**src/rtl/mfda_ctrl_pkg.sv**
```systemverilog
// ============================================================================
// Module   : mfda_ctrl_pkg
// Brief    : Shared types and constants for the microfluidic pump sequencer.
// Revision : 1.0 - initial release
// ============================================================================
`default_nettype none

package mfda_ctrl_pkg;

  typedef enum logic [1:0] {
    ST_IDLE   = 2'd0,
    ST_PUMP   = 2'd1,
    ST_SETTLE = 2'd2,
    ST_DONE   = 2'd3
  } state_t;

  localparam int         PHASES_PER_STROKE = 6;
  localparam logic [2:0] VALVE_CLOSED      = 3'b111;

  // Closed-valve pattern per phase, bit order [2:0] of one pump.
  localparam logic [2:0] PHASE_PAT [PHASES_PER_STROKE] = '{
    3'b100, 3'b110, 3'b010, 3'b011, 3'b001, 3'b101
  };

  function automatic logic [2:0] phase_pattern(input logic [2:0] idx);
    logic [2:0] pat;
    pat = VALVE_CLOSED;
    if (idx < 3'(PHASES_PER_STROKE)) pat = PHASE_PAT[idx];
    return pat;
  endfunction

endpackage

`default_nettype wire

```
**src/rtl/mfda_phase_timer.sv**
```systemverilog
// ============================================================================
// Module   : mfda_phase_timer
// Brief    : Loadable down-counter issuing phase_tick once every len cycles.
// Revision : 1.0 - initial release
// ============================================================================
`default_nettype none

module mfda_phase_timer #(
  parameter int PHASE_W = 16
) (
  input  logic               clk,
  input  logic               rst_n,
  input  logic               load,
  input  logic [PHASE_W-1:0] len,
  input  logic               en,
  output logic               phase_tick
);

  logic [PHASE_W-1:0] r_len;
  logic [PHASE_W-1:0] r_cnt;
  logic               w_last;

  // Count of 0 is treated like 1 so the counter can never wrap.
  assign w_last     = (r_cnt <= PHASE_W'(1));
  assign phase_tick = en && w_last;

  always_ff @(posedge clk or negedge rst_n) begin
    if (!rst_n) begin
      r_len <= '0;
      r_cnt <= '0;
    end else if (load) begin
      r_len <= len;
      r_cnt <= len;
    end else if (en) begin
      if (w_last) r_cnt <= r_len;
      else        r_cnt <= r_cnt - 1'b1;
    end
  end

endmodule

`default_nettype wire

```
**src/rtl/mfda_pump_seq.sv**
```systemverilog
// ============================================================================
// Module   : mfda_pump_seq
// Brief    : Peristaltic pump sequencer; 6-phase valve stepping per stroke.
//            Define MFDA_PUMP_REVERSE_EN to honour cmd_reverse (withdraw).
// Revision : 1.0 - initial release
// ============================================================================
`default_nettype none

module mfda_pump_seq
  import mfda_ctrl_pkg::*;
#(
  parameter int N_INLETS = 3,
  parameter int STROKE_W = 8,
  parameter int PHASE_W  = 16
) (
  input  logic                  clk,
  input  logic                  rst_n,
  input  logic                  cmd_valid,
  output logic                  cmd_ready,
  input  logic [1:0]            cmd_inlet,
  input  logic [STROKE_W-1:0]   cmd_strokes,
  input  logic                  cmd_reverse,
  input  logic [PHASE_W-1:0]    phase_len,
  input  logic                  abort,
  output logic [3*N_INLETS-1:0] valve_o,
  output logic                  busy,
  output logic                  done,
  output logic                  err,
  output logic [STROKE_W-1:0]   strokes_left
);

  state_t              r_state;
  state_t              w_state_nxt;
  logic [1:0]          r_inlet;
  logic [STROKE_W-1:0] r_strokes;
  logic [2:0]          r_phase;
  logic                r_err;

  logic                w_accept;
  logic                w_bad_inlet;
  logic                w_tick;
  logic                w_last_phase;
  logic                w_last_stroke;
  logic                w_timer_en;
  logic [PHASE_W-1:0]  w_len;
  logic [2:0]          w_pat_idx;
  logic [2:0]          w_pat;

  assign w_accept      = cmd_valid && (r_state == ST_IDLE);
  assign w_bad_inlet   = (32'(cmd_inlet) >= N_INLETS);
  assign w_len         = (phase_len == '0) ? PHASE_W'(1) : phase_len;
  assign w_last_phase  = (r_phase == 3'(PHASES_PER_STROKE - 1));
  assign w_last_stroke = (r_strokes == STROKE_W'(1));
  assign w_timer_en    = (r_state == ST_PUMP) || (r_state == ST_SETTLE);

  // Reloads itself on the final pump tick, so SETTLE gets a full phase_len.
  mfda_phase_timer #(
    .PHASE_W (PHASE_W)
  ) u_timer (
    .clk        (clk),
    .rst_n      (rst_n),
    .load       (w_accept),
    .len        (w_len),
    .en         (w_timer_en),
    .phase_tick (w_tick)
  );

  always_ff @(posedge clk or negedge rst_n) begin
    if (!rst_n) r_state <= ST_IDLE;
    else        r_state <= w_state_nxt;
  end

  always_comb begin
    w_state_nxt = r_state;
    case (r_state)
      ST_IDLE: begin
        if (cmd_valid) begin
          if (w_bad_inlet || (cmd_strokes == '0)) w_state_nxt = ST_DONE;
          else                                    w_state_nxt = ST_PUMP;
        end
      end
      ST_PUMP: begin
        if (abort)                                          w_state_nxt = ST_DONE;
        else if (w_tick && w_last_phase && w_last_stroke)   w_state_nxt = ST_SETTLE;
      end
      ST_SETTLE: begin
        if (abort || w_tick) w_state_nxt = ST_DONE;
      end
      default: w_state_nxt = ST_IDLE;
    endcase
  end

  always_ff @(posedge clk or negedge rst_n) begin
    if (!rst_n) begin
      r_inlet   <= '0;
      r_strokes <= '0;
      r_phase   <= '0;
      r_err     <= 1'b0;
    end else begin
      case (r_state)
        ST_IDLE: begin
          if (cmd_valid) begin
            r_inlet   <= cmd_inlet;
            r_strokes <= w_bad_inlet ? '0 : cmd_strokes;
            r_phase   <= '0;
            r_err     <= w_bad_inlet;
          end
        end
        ST_PUMP: begin
          if (abort) begin
            r_err <= 1'b1;
          end else if (w_tick) begin
            if (w_last_phase) begin
              r_phase   <= '0;
              r_strokes <= r_strokes - 1'b1;
            end else begin
              r_phase <= r_phase + 1'b1;
            end
          end
        end
        ST_SETTLE: begin
          if (abort) r_err <= 1'b1;
        end
        default: ;
      endcase
    end
  end

`ifdef MFDA_PUMP_REVERSE_EN
  logic r_reverse;

  always_ff @(posedge clk or negedge rst_n) begin
    if (!rst_n)        r_reverse <= 1'b0;
    else if (w_accept) r_reverse <= cmd_reverse;
  end

  // Withdraw walks the same table from its last entry backwards.
  assign w_pat_idx = r_reverse ? (3'(PHASES_PER_STROKE - 1) - r_phase) : r_phase;
`else
  logic w_unused_reverse;
  assign w_unused_reverse = cmd_reverse;
  assign w_pat_idx        = r_phase;
`endif

  assign w_pat = phase_pattern(w_pat_idx);

  generate
    for (genvar gi = 0; gi < N_INLETS; gi++) begin : g_pump
      assign valve_o[3*gi +: 3] = ((r_state == ST_PUMP) && (r_inlet == 2'(gi))) ?
                                  w_pat : VALVE_CLOSED;
    end
  endgenerate

  assign cmd_ready    = (r_state == ST_IDLE);
  assign busy         = (r_state != ST_IDLE);
  assign done         = (r_state == ST_DONE);
  assign err          = done && r_err;
  assign strokes_left = r_strokes;

endmodule

`default_nettype wire

```
**config.mk**
```make
export PLATFORM = sky130hd
export DESIGN_NAME = mfda_pump_seq
export DESIGN_NICKNAME = d
export VERILOG_FILES = /design/src/rtl/mfda_ctrl_pkg.sv /design/src/rtl/mfda_phase_timer.sv /design/src/rtl/mfda_pump_seq.sv
export SDC_FILE = /design/constraint.sdc
export NUM_CORES = 1
export LEC_CHECK = 0
export CORE_MARGIN = 2
export CORE_UTILIZATION = 57
export DETAILED_ROUTE_END_ITERATION = 7
export PLACE_DENSITY_LB_ADDON = 0.15
export SLEW_MARGIN = 20
export SYNTH_ARGS = -nofsm -noshare
export SYNTH_HDL_FRONTEND = slang
export SYNTH_SLANG_ARGS = --single-unit
export TNS_END_PERCENT = 20
```
**constraint.sdc**
```tcl
create_clock -name clk -period 3.9 [get_ports clk]
set_input_delay 0.975 -clock clk [delete_from_list [all_inputs] [get_ports clk]]
set_output_delay 0.975 -clock clk [all_outputs]
set_load 0.02 [all_outputs]
```
==> run_results.csv, run 1 <==
group,metric,value,unit
worst_hold_path,hold_class,"register to register",
routing,drc,0,
clocking,clk_path_buf_depth,2,
routing,drt-wirelength-per-cell,16.1,µm
timing,final-hold-violation-count,0,
global_routing,grtUsageTotal,0.270,
clocking,clkTransAtPathRegs,0.09,ns
routing,drtAntennaViolNets,0,
synthesis,yosys.cell_types.count,57,
worst_hold_path,hold_path_end,"u_timer.r_len[12]$_DFFE_PN0P_",
power_and_ir_drop,power,2790,µW
timing,tightest_slew,0.787,ns
clocking,clock_tree.root_cell,"clkbuf_8",
setup_path,cp_cell_sequence,"inv_1 -> ha_1 -> clkinv_1 -> buf_4 -> nor3_1 -> nand2_1 -> clkdlybuf4s50_1",
worst_hold_path,min_path_cells,2,
synthesis,synth_area_leaders,"dfrtp_1, nand2_1, ha_1",
layout,n_antenna_cell,0,
routing,drt-initial-drc-count,305,
synthesis,synth_fp_nets,406,
clocking,htree_levels,2,
floorplan,dieArea,0.00591,mm²
setup_path,critPathArrivalTime,2.14,ns
power_and_ir_drop,irDropWorstVdd,0.620,mV
power_and_ir_drop,cellLeakagePower,0.00150,µW
layout,fin_nets,451,
setup_path,crit_type,"register to output pin",
timing,timing.fmax,0.321,GHz
layout,fin_area,0.00367,mm²
floorplan,start_util,0.593,
timing,slew_headroom,0.472,
global_routing,overflow,0,
synthesis,syn_area,0.00303,mm²
clocking,clock_sink_count,48,
global_routing,grt_start_max_net_pins,49,
timing,slew_viol_final,0,
routing,vias_per_cell,6.14,
setup_path,worst_ep_required_time,2.92,ns
floorplan,dieWidth,76.9,µm
floorplan,core_area,0.00511,mm²
global_routing,grt_pass1_vias,2652,
layout,area_growth,21.3,%
setup_path,rrSetupSlack,1.46,ns
clocking,cts_hold_buf,0,
floorplan,placementRows,26,
synthesis,synth_area_leader_cell,"dfrtp_1",
clocking,cts-resized-gates,0,
clocking,postCtsSetupRepairBufs,0,
synthesis,synthCells,366,
timing,post-route-min-period,3.11,ns
floorplan,dieHeight,76.9,µm
layout,drive_above_1_share,0.0607,
timing,tns,0,ns
flow_run,cap_violations,0,
setup_path,r2r_start,"r_state[0]$_DFFE_PN0P_",
synthesis,yosysWarnings,0,
timing,grt_setup_unrepaired,"false",
placed_design,place.gp.congestion,0.884,
setup_path,cp-end-kind,"output pin",
clocking,cts_made_buffers,5,
setup_path,cpMaxStageDelayCell,"clkdlybuf4s50_1",
routing,num_vias,2958,
setup_path,r2r-end,"strokes_left[1]$_DFFE_PN0P_",
setup_path,crit_path_start_kind,"register",
placed_design,place_area,0.00357,mm²
worst_hold_path,holdCritStartpoint,"u_timer.r_len[12]$_DFFE_PN0P_",
synthesis,synth_top_area_share,0.397,
synthesis,ys_ff_latch,48,
timing,fin_skew,0.0121,ns
timing,finalSetupViolations,0,
timing,timing.final.crit_share,0.798,
setup_path,cp_max_fo,9,
routing,routed_wl,7780,µm
global_routing,grt_pass1_wl,12900,µm
setup_path,reg2reg_depth,7,
synthesis,synth-edff-count,0,
clocking,cts_tree,"yes",
floorplan,pin_count,52,
placed_design,dp_hpwl,5510,µm
power_and_ir_drop,power_density,758,mW/mm²
synthesis,yosysSeqAreaShare,0.397,
global_routing,antenna_found_initial,0,
setup_path,cpPeakStageDelay,0.54,ns
synthesis,synth_async_sr_flop_share,1.00,
routing,drtPass1Iterations,5,
clocking,clk_latency,0.31,ns
outcome,outcome,"completed",
synthesis,synth_flop_cell,"dfrtp_1",
synthesis,syn_area_per_cell,8.27,µm²
placed_design,io_buffers,50,
## cell type report
| type | instances | area (µm²) |
|---|---|---|
| timing repair buffer | 55 | 536 |
| clock inverter | 2 | 15.0 |
| inverter | 12 | 45.0 |
| multi-input combinational | 289 | 1710 |
| fill | 420 | 1430 |
| tap | 70 | 87.6 |
| sequential | 48 | 1200 |
| clock buffer | 6 | 82.6 |
## Yosys cell counts, drive strengths merged, types with 2 or more instances
library cell  instances
dfrtp                48
nand4                 6
nand3                12
mux2i                 3
and3                  4
ha                    9
o31ai                 6
xor2                  2
mux2                  2
buf                   6
o21ai                10
nand3b                3
a22o                  2
and2                  3
o221ai                9
a211oi                3
xnor2                 5
nand2                83
or2                   2
nor2b                 4
inv                  11
o211ai                5
or4                   5
clkbuf               11
nor3b                 2
nand2b                4
or3                   4
nor3                 16
o311ai                2
nor2                 28
a221o                 2
a22oi                 7
a31oi                 5
nor4                 10
a21oi                18
## sequential cells by signal, summed over array words and instances, names as in the netlist
register and count:
u_timer.r_len 16, r_err 1, r_state 2, u_timer.r_cnt 16
r_phase 3, strokes_left 8, r_inlet 2
## kinds of logic after synthesis
logic type                 Yosys count  share of synthesized area
xor gates and xnor gates             7                     0.0202
buffers and inverters               29                     0.0397
DFF                                 48                      0.397
and+or+nand+nor                    188                      0.305
AOI/OAI and AO/OA                   80                      0.184
adders and majority gates            9                     0.0372
muxes                                5                     0.0174
## where the power goes
group / internal (µW) / total [µW] / switching (µW)
combinational: 645 / 1500 / 853
sequential: 725 / 970 / 245
clock: 144 / 318 / 175
total: 1510 / 2790 / 1270
## layer usage
layer	part of all wire	routed length, µm	track usage
met1	0.46	3550	0.396
met2	0.46	3560	0.424
met3	0.070	544	0.0400
met4	0.016	127	0.0655
met5	0	0	0
## cell usage in the layout, fill, tap and decap left out, types with 3 or more instances in the layout
cell | synthesis | routed
and2_1 | 3 | 3
nand3_1 | 11 | 11
nand4_1 | 6 | 6
o31ai_1 | 6 | 6
nor2_1 | 27 | 27
nor2b_1 | 4 | 4
clkbuf_8 | 0 | 6
o21ai_0 | 10 | 10
nand2b_1 | 4 | 4
xnor2_1 | 5 | 5
nand2_1 | 83 | 83
clkdlybuf4s50_1 | 0 | 49
a22oi_1 | 7 | 7
ha_1 | 9 | 9
dfrtp_1 | 48 | 48
or3_1 | 4 | 4
a211oi_1 | 3 | 3
buf_4 | 0 | 6
o221ai_1 | 9 | 9
o211ai_1 | 5 | 5
inv_1 | 11 | 11
and3_1 | 3 | 3
or4_1 | 4 | 4
nor4_1 | 9 | 9
mux2i_1 | 3 | 3
a21oi_1 | 18 | 18
nand3b_1 | 3 | 3
nor3_1 | 15 | 15
a31oi_1 | 5 | 5
## worst max-delay path: cells and delay by family (launching register included)
family,cells,cell delay (ns)
buf+inv,4,0.86
flops,1,0.42
simple gates,2,0.40
fa+ha+maj,1,0.17
## worst max path at each step
stage | from | to | slack [ns] | cells after the start
3_3_place_gp | cmd_valid | strokes_left[6]$_DFFE_PN0P_ | 0.93 | 6
3_5_place_dp | cmd_valid | strokes_left[3]$_DFFE_PN0P_ | 0.87 | 6
4_1_cts | r_state[1]$_DFFE_PN0P_ | valve_o[7] | 0.79 | 7
2_1_floorplan | r_state[1]$_DFFE_PN0P_ | valve_o[0] | 1.55 | 6
6_report | r_state[1]$_DFFE_PN0P_ | valve_o[4] | 0.79 | 7
5_1_grt | r_state[1]$_DFFE_PN0P_ | valve_o[7] | 0.66 | 7
## stage by stage
| stage | hold WS [ns] | setup slack [ns] | cells | utilization |
|---|---|---|---|---|
| after floorplan | 0.437 | 1.55 | 366 | - |
| after global placement | 0.461 | 0.928 | 474 | 0.700 |
| after detailed placement | 0.467 | 0.866 | 474 | 0.700 |
| after CTS | 0.490 | 0.791 | 482 | 0.719 |
| after global routing | 0.504 | 0.655 | 482 | 0.719 |
| final | 0.488 | 0.787 | 482 | 0.719 |
Power figures use the tool's default switching activity.
==> run 2: changes to the inputs <==
--- a/config.mk
+++ b/config.mk
@@ -6,7 +6,7 @@
 export NUM_CORES = 1
 export LEC_CHECK = 0
 export CORE_MARGIN = 2
-export CORE_UTILIZATION = 57
+export CORE_UTILIZATION = 53
 export DETAILED_ROUTE_END_ITERATION = 7
 export PLACE_DENSITY_LB_ADDON = 0.15
 export SLEW_MARGIN = 20
==> constraint.sdc (replaced) <==
create_clock -name clk -period 3.1 [get_ports clk]
set_input_delay 0.775 -clock clk [delete_from_list [all_inputs] [get_ports clk]]
set_output_delay 0.775 -clock clk [all_outputs]
set_load 0.02 [all_outputs]
==> run 2 against run 1 <==
  * Core utilization shrank 4.2 points
  * Register-to-register slack lost 0.70 ns
  * Wire length grew 1.5%
  * Die area grew 7.1%
  * Clock skew shrank 0.0027 ns
  * Largest power group unchanged
  * Highest routed layer unchanged
==> run_results.csv, run 2 (synthesis gave the netlist of run 1 again) <==
group,metric,value,unit
timing,slew_viol_final,0,
floorplan,placementRows,27,
floorplan,start_util,0.550,
power_and_ir_drop,switching_share,0.443,
clocking,postCtsSetupRepairBufs,0,
floorplan,pin_count,52,
routing,drtPass1Iterations,5,
setup_path,cp-end-kind,"output pin",
power_and_ir_drop,power_density,974,mW/mm²
clocking,clock_tree.root_cell,"clkbuf_8",
clocking,htree_levels,2,
floorplan,dieWidth,79.6,µm
placed_design,dp_hpwl,5740,µm
power_and_ir_drop,netSwitchingPower,1610,µW
layout,final_common_cell,"nand2_1",
power_and_ir_drop,cellLeakagePower,0.00154,µW
routing,drtAntennaViolNets,0,
placed_design,place_inst,479,
layout,final_cell_mix,"nand2_1, clkdlybuf4s50_1, dfrtp_1",
global_routing,antenna_found_initial,0,
floorplan,dieHeight,79.6,µm
routing,routed_wl,7890,µm
timing,slew_headroom,0.653,
setup_path,crit_path_start_kind,"register",
layout,area_growth,23.2,%
timing,grt_setup_unrepaired,"false",
timing,finalSetupViolations,0,
timing,post-route-min-period,2.95,ns
setup_path,reg2reg_depth,5,
placed_design,io_buffers,50,
power_and_ir_drop,combPwrFrac,0.523,
setup_path,crit_type,"register to output pin",
routing,vias_per_cell,6.12,
power_and_ir_drop,pwr-share-seq,0.336,
global_routing,grt_pass1_wl,13100,µm
global_routing,overflow,0,
power_and_ir_drop,p_int,2020,µW
global_routing,grt_start_max_net_pins,31,
floorplan,core_area,0.00551,mm²
layout,final-seq-area,0.00120,mm²
layout,fill_cells,445,
setup_path,worst_ep_required_time,2.32,ns
timing,timing.fmax,0.339,GHz
routing,drt-wirelength-per-cell,16.2,µm
global_routing,grt_pass1_vias,2732,
clocking,clock_sink_count,48,
outcome,outcome,"completed",
setup_path,r2r_start,"u_timer.r_cnt[7]$_DFFE_PN0P_",
routing,num_vias,2981,
worst_hold_path,hold_class,"primary input to asynchronous set/reset pin",
power_and_ir_drop,pwr-share-clk,0.140,
layout,drive_above_1_share,0.0699,
setup_path,critPathArrivalTime,2.17,ns
floorplan,dieArea,0.00633,mm²
timing,tns,0,ns
flow_run,cap_violations,0,
routing,drc,0,
setup_path,r2r-end,"strokes_left[6]$_DFFE_PN0P_",
clocking,clk_latency,0.31,ns
timing,timing.final.crit_share,0.951,
layout,multiInputGateArea,0.00171,mm²
clocking,cts_made_buffers,5,
clocking,clk_path_buf_depth,2,
power_and_ir_drop,irDropWorstVdd,0.513,mV
timing,fin_skew,0.00945,ns
routing,drt-initial-drc-count,192,
setup_path,rrSetupSlack,0.76,ns
layout,fin_nets,454,
layout,fin_cells,487,
layout,fin_util,0.677,
power_and_ir_drop,power,3630,µW
layout,n_antenna_cell,0,
timing,final-hold-violation-count,0,
global_routing,grtUsageTotal,0.265,
clocking,cts_tree,"yes",
placed_design,place.gp.congestion,0.921,
clocking,clkTransAtPathRegs,0.10,ns
setup_path,cp_max_fo,13,
timing,tightest_slew,0.515,ns
==> run 2: changes by cell type in the layout (fill, tap and decap cells not counted) <==
cell / change
buf_4: +2
clkinvlp_4: -2
buf_2: +1
bufinv_16: +1
clkbuf_8: +1
nor3_1: -1
nor3_2: +1
==> run 2: critical path: stages, from the launching register on <==
cell	delay, ns
dfrtp_1	0.42
inv_1	0.10
ha_1	0.17
buf_4	0.21
nand2_1	0.07
a21oi_1	0.24
nand2_1	0.10
clkdlybuf4s50_1	0.55
==> run 2: worst max path at each step <==
stage | startpoint | cells after the start | slack [ns] | to
2_1_floorplan | r_state[0]$_DFFE_PN0P_ | 9 | 0.87 | strokes_left[4]$_DFFE_PN0P_
3_3_place_gp | cmd_valid | 6 | 0.36 | strokes_left[6]$_DFFE_PN0P_
3_5_place_dp | cmd_valid | 6 | 0.31 | strokes_left[6]$_DFFE_PN0P_
4_1_cts | r_state[1]$_DFFE_PN0P_ | 7 | 0.18 | valve_o[3]
5_1_grt | r_state[1]$_DFFE_PN0P_ | 7 | 0.005 | valve_o[3]
6_report | r_state[1]$_DFFE_PN0P_ | 7 | 0.15 | valve_o[3]
==> run 2: repair_timing <==
item                       CTS  global route
hold buffers                 0             0
gates resized for setup      0             1
setup endpoints to repair    0             3
==> run 2: stage by stage <==
step	worst slack [ns]	hold slack, ns	instance area (µm²)
floorplan	0.870	0.437	3030
global placement	0.364	0.459	3600
finish	0.153	0.439	3730
CTS	0.176	0.456	3720
detailed placement	0.314	0.463	3600
global route	0.00490	0.477	3730
==> run 2: area by class of cell <==
class / instances / area share
clock buffers: 7 / 0.0258
clock inverters: 1 / 0.00805
inverters: 12 / 0.0121
multi-input cells: 289 / 0.459
flip-flops and latches: 48 / 0.322
well taps: 72 / 0.0242
repair buffers: 58 / 0.149
==> run 2: power groups by stage <==
stage	clock network (µW)	registers [µW]	logic (µW)
global route	542	1260	2090
CTS	510	1210	1890
global placement	0	1210	1830
detailed placement	0	1230	1870
finish	509	1220	1900
floorplan	0	1190	1320
==> run 2: metal layers <==
metal / track usage / share of wire
met5: 0 / 0
met4: 0.0983 / 0.017
met3: 0.0498 / 0.080
met2: 0.429 / 0.48
met1: 0.352 / 0.42
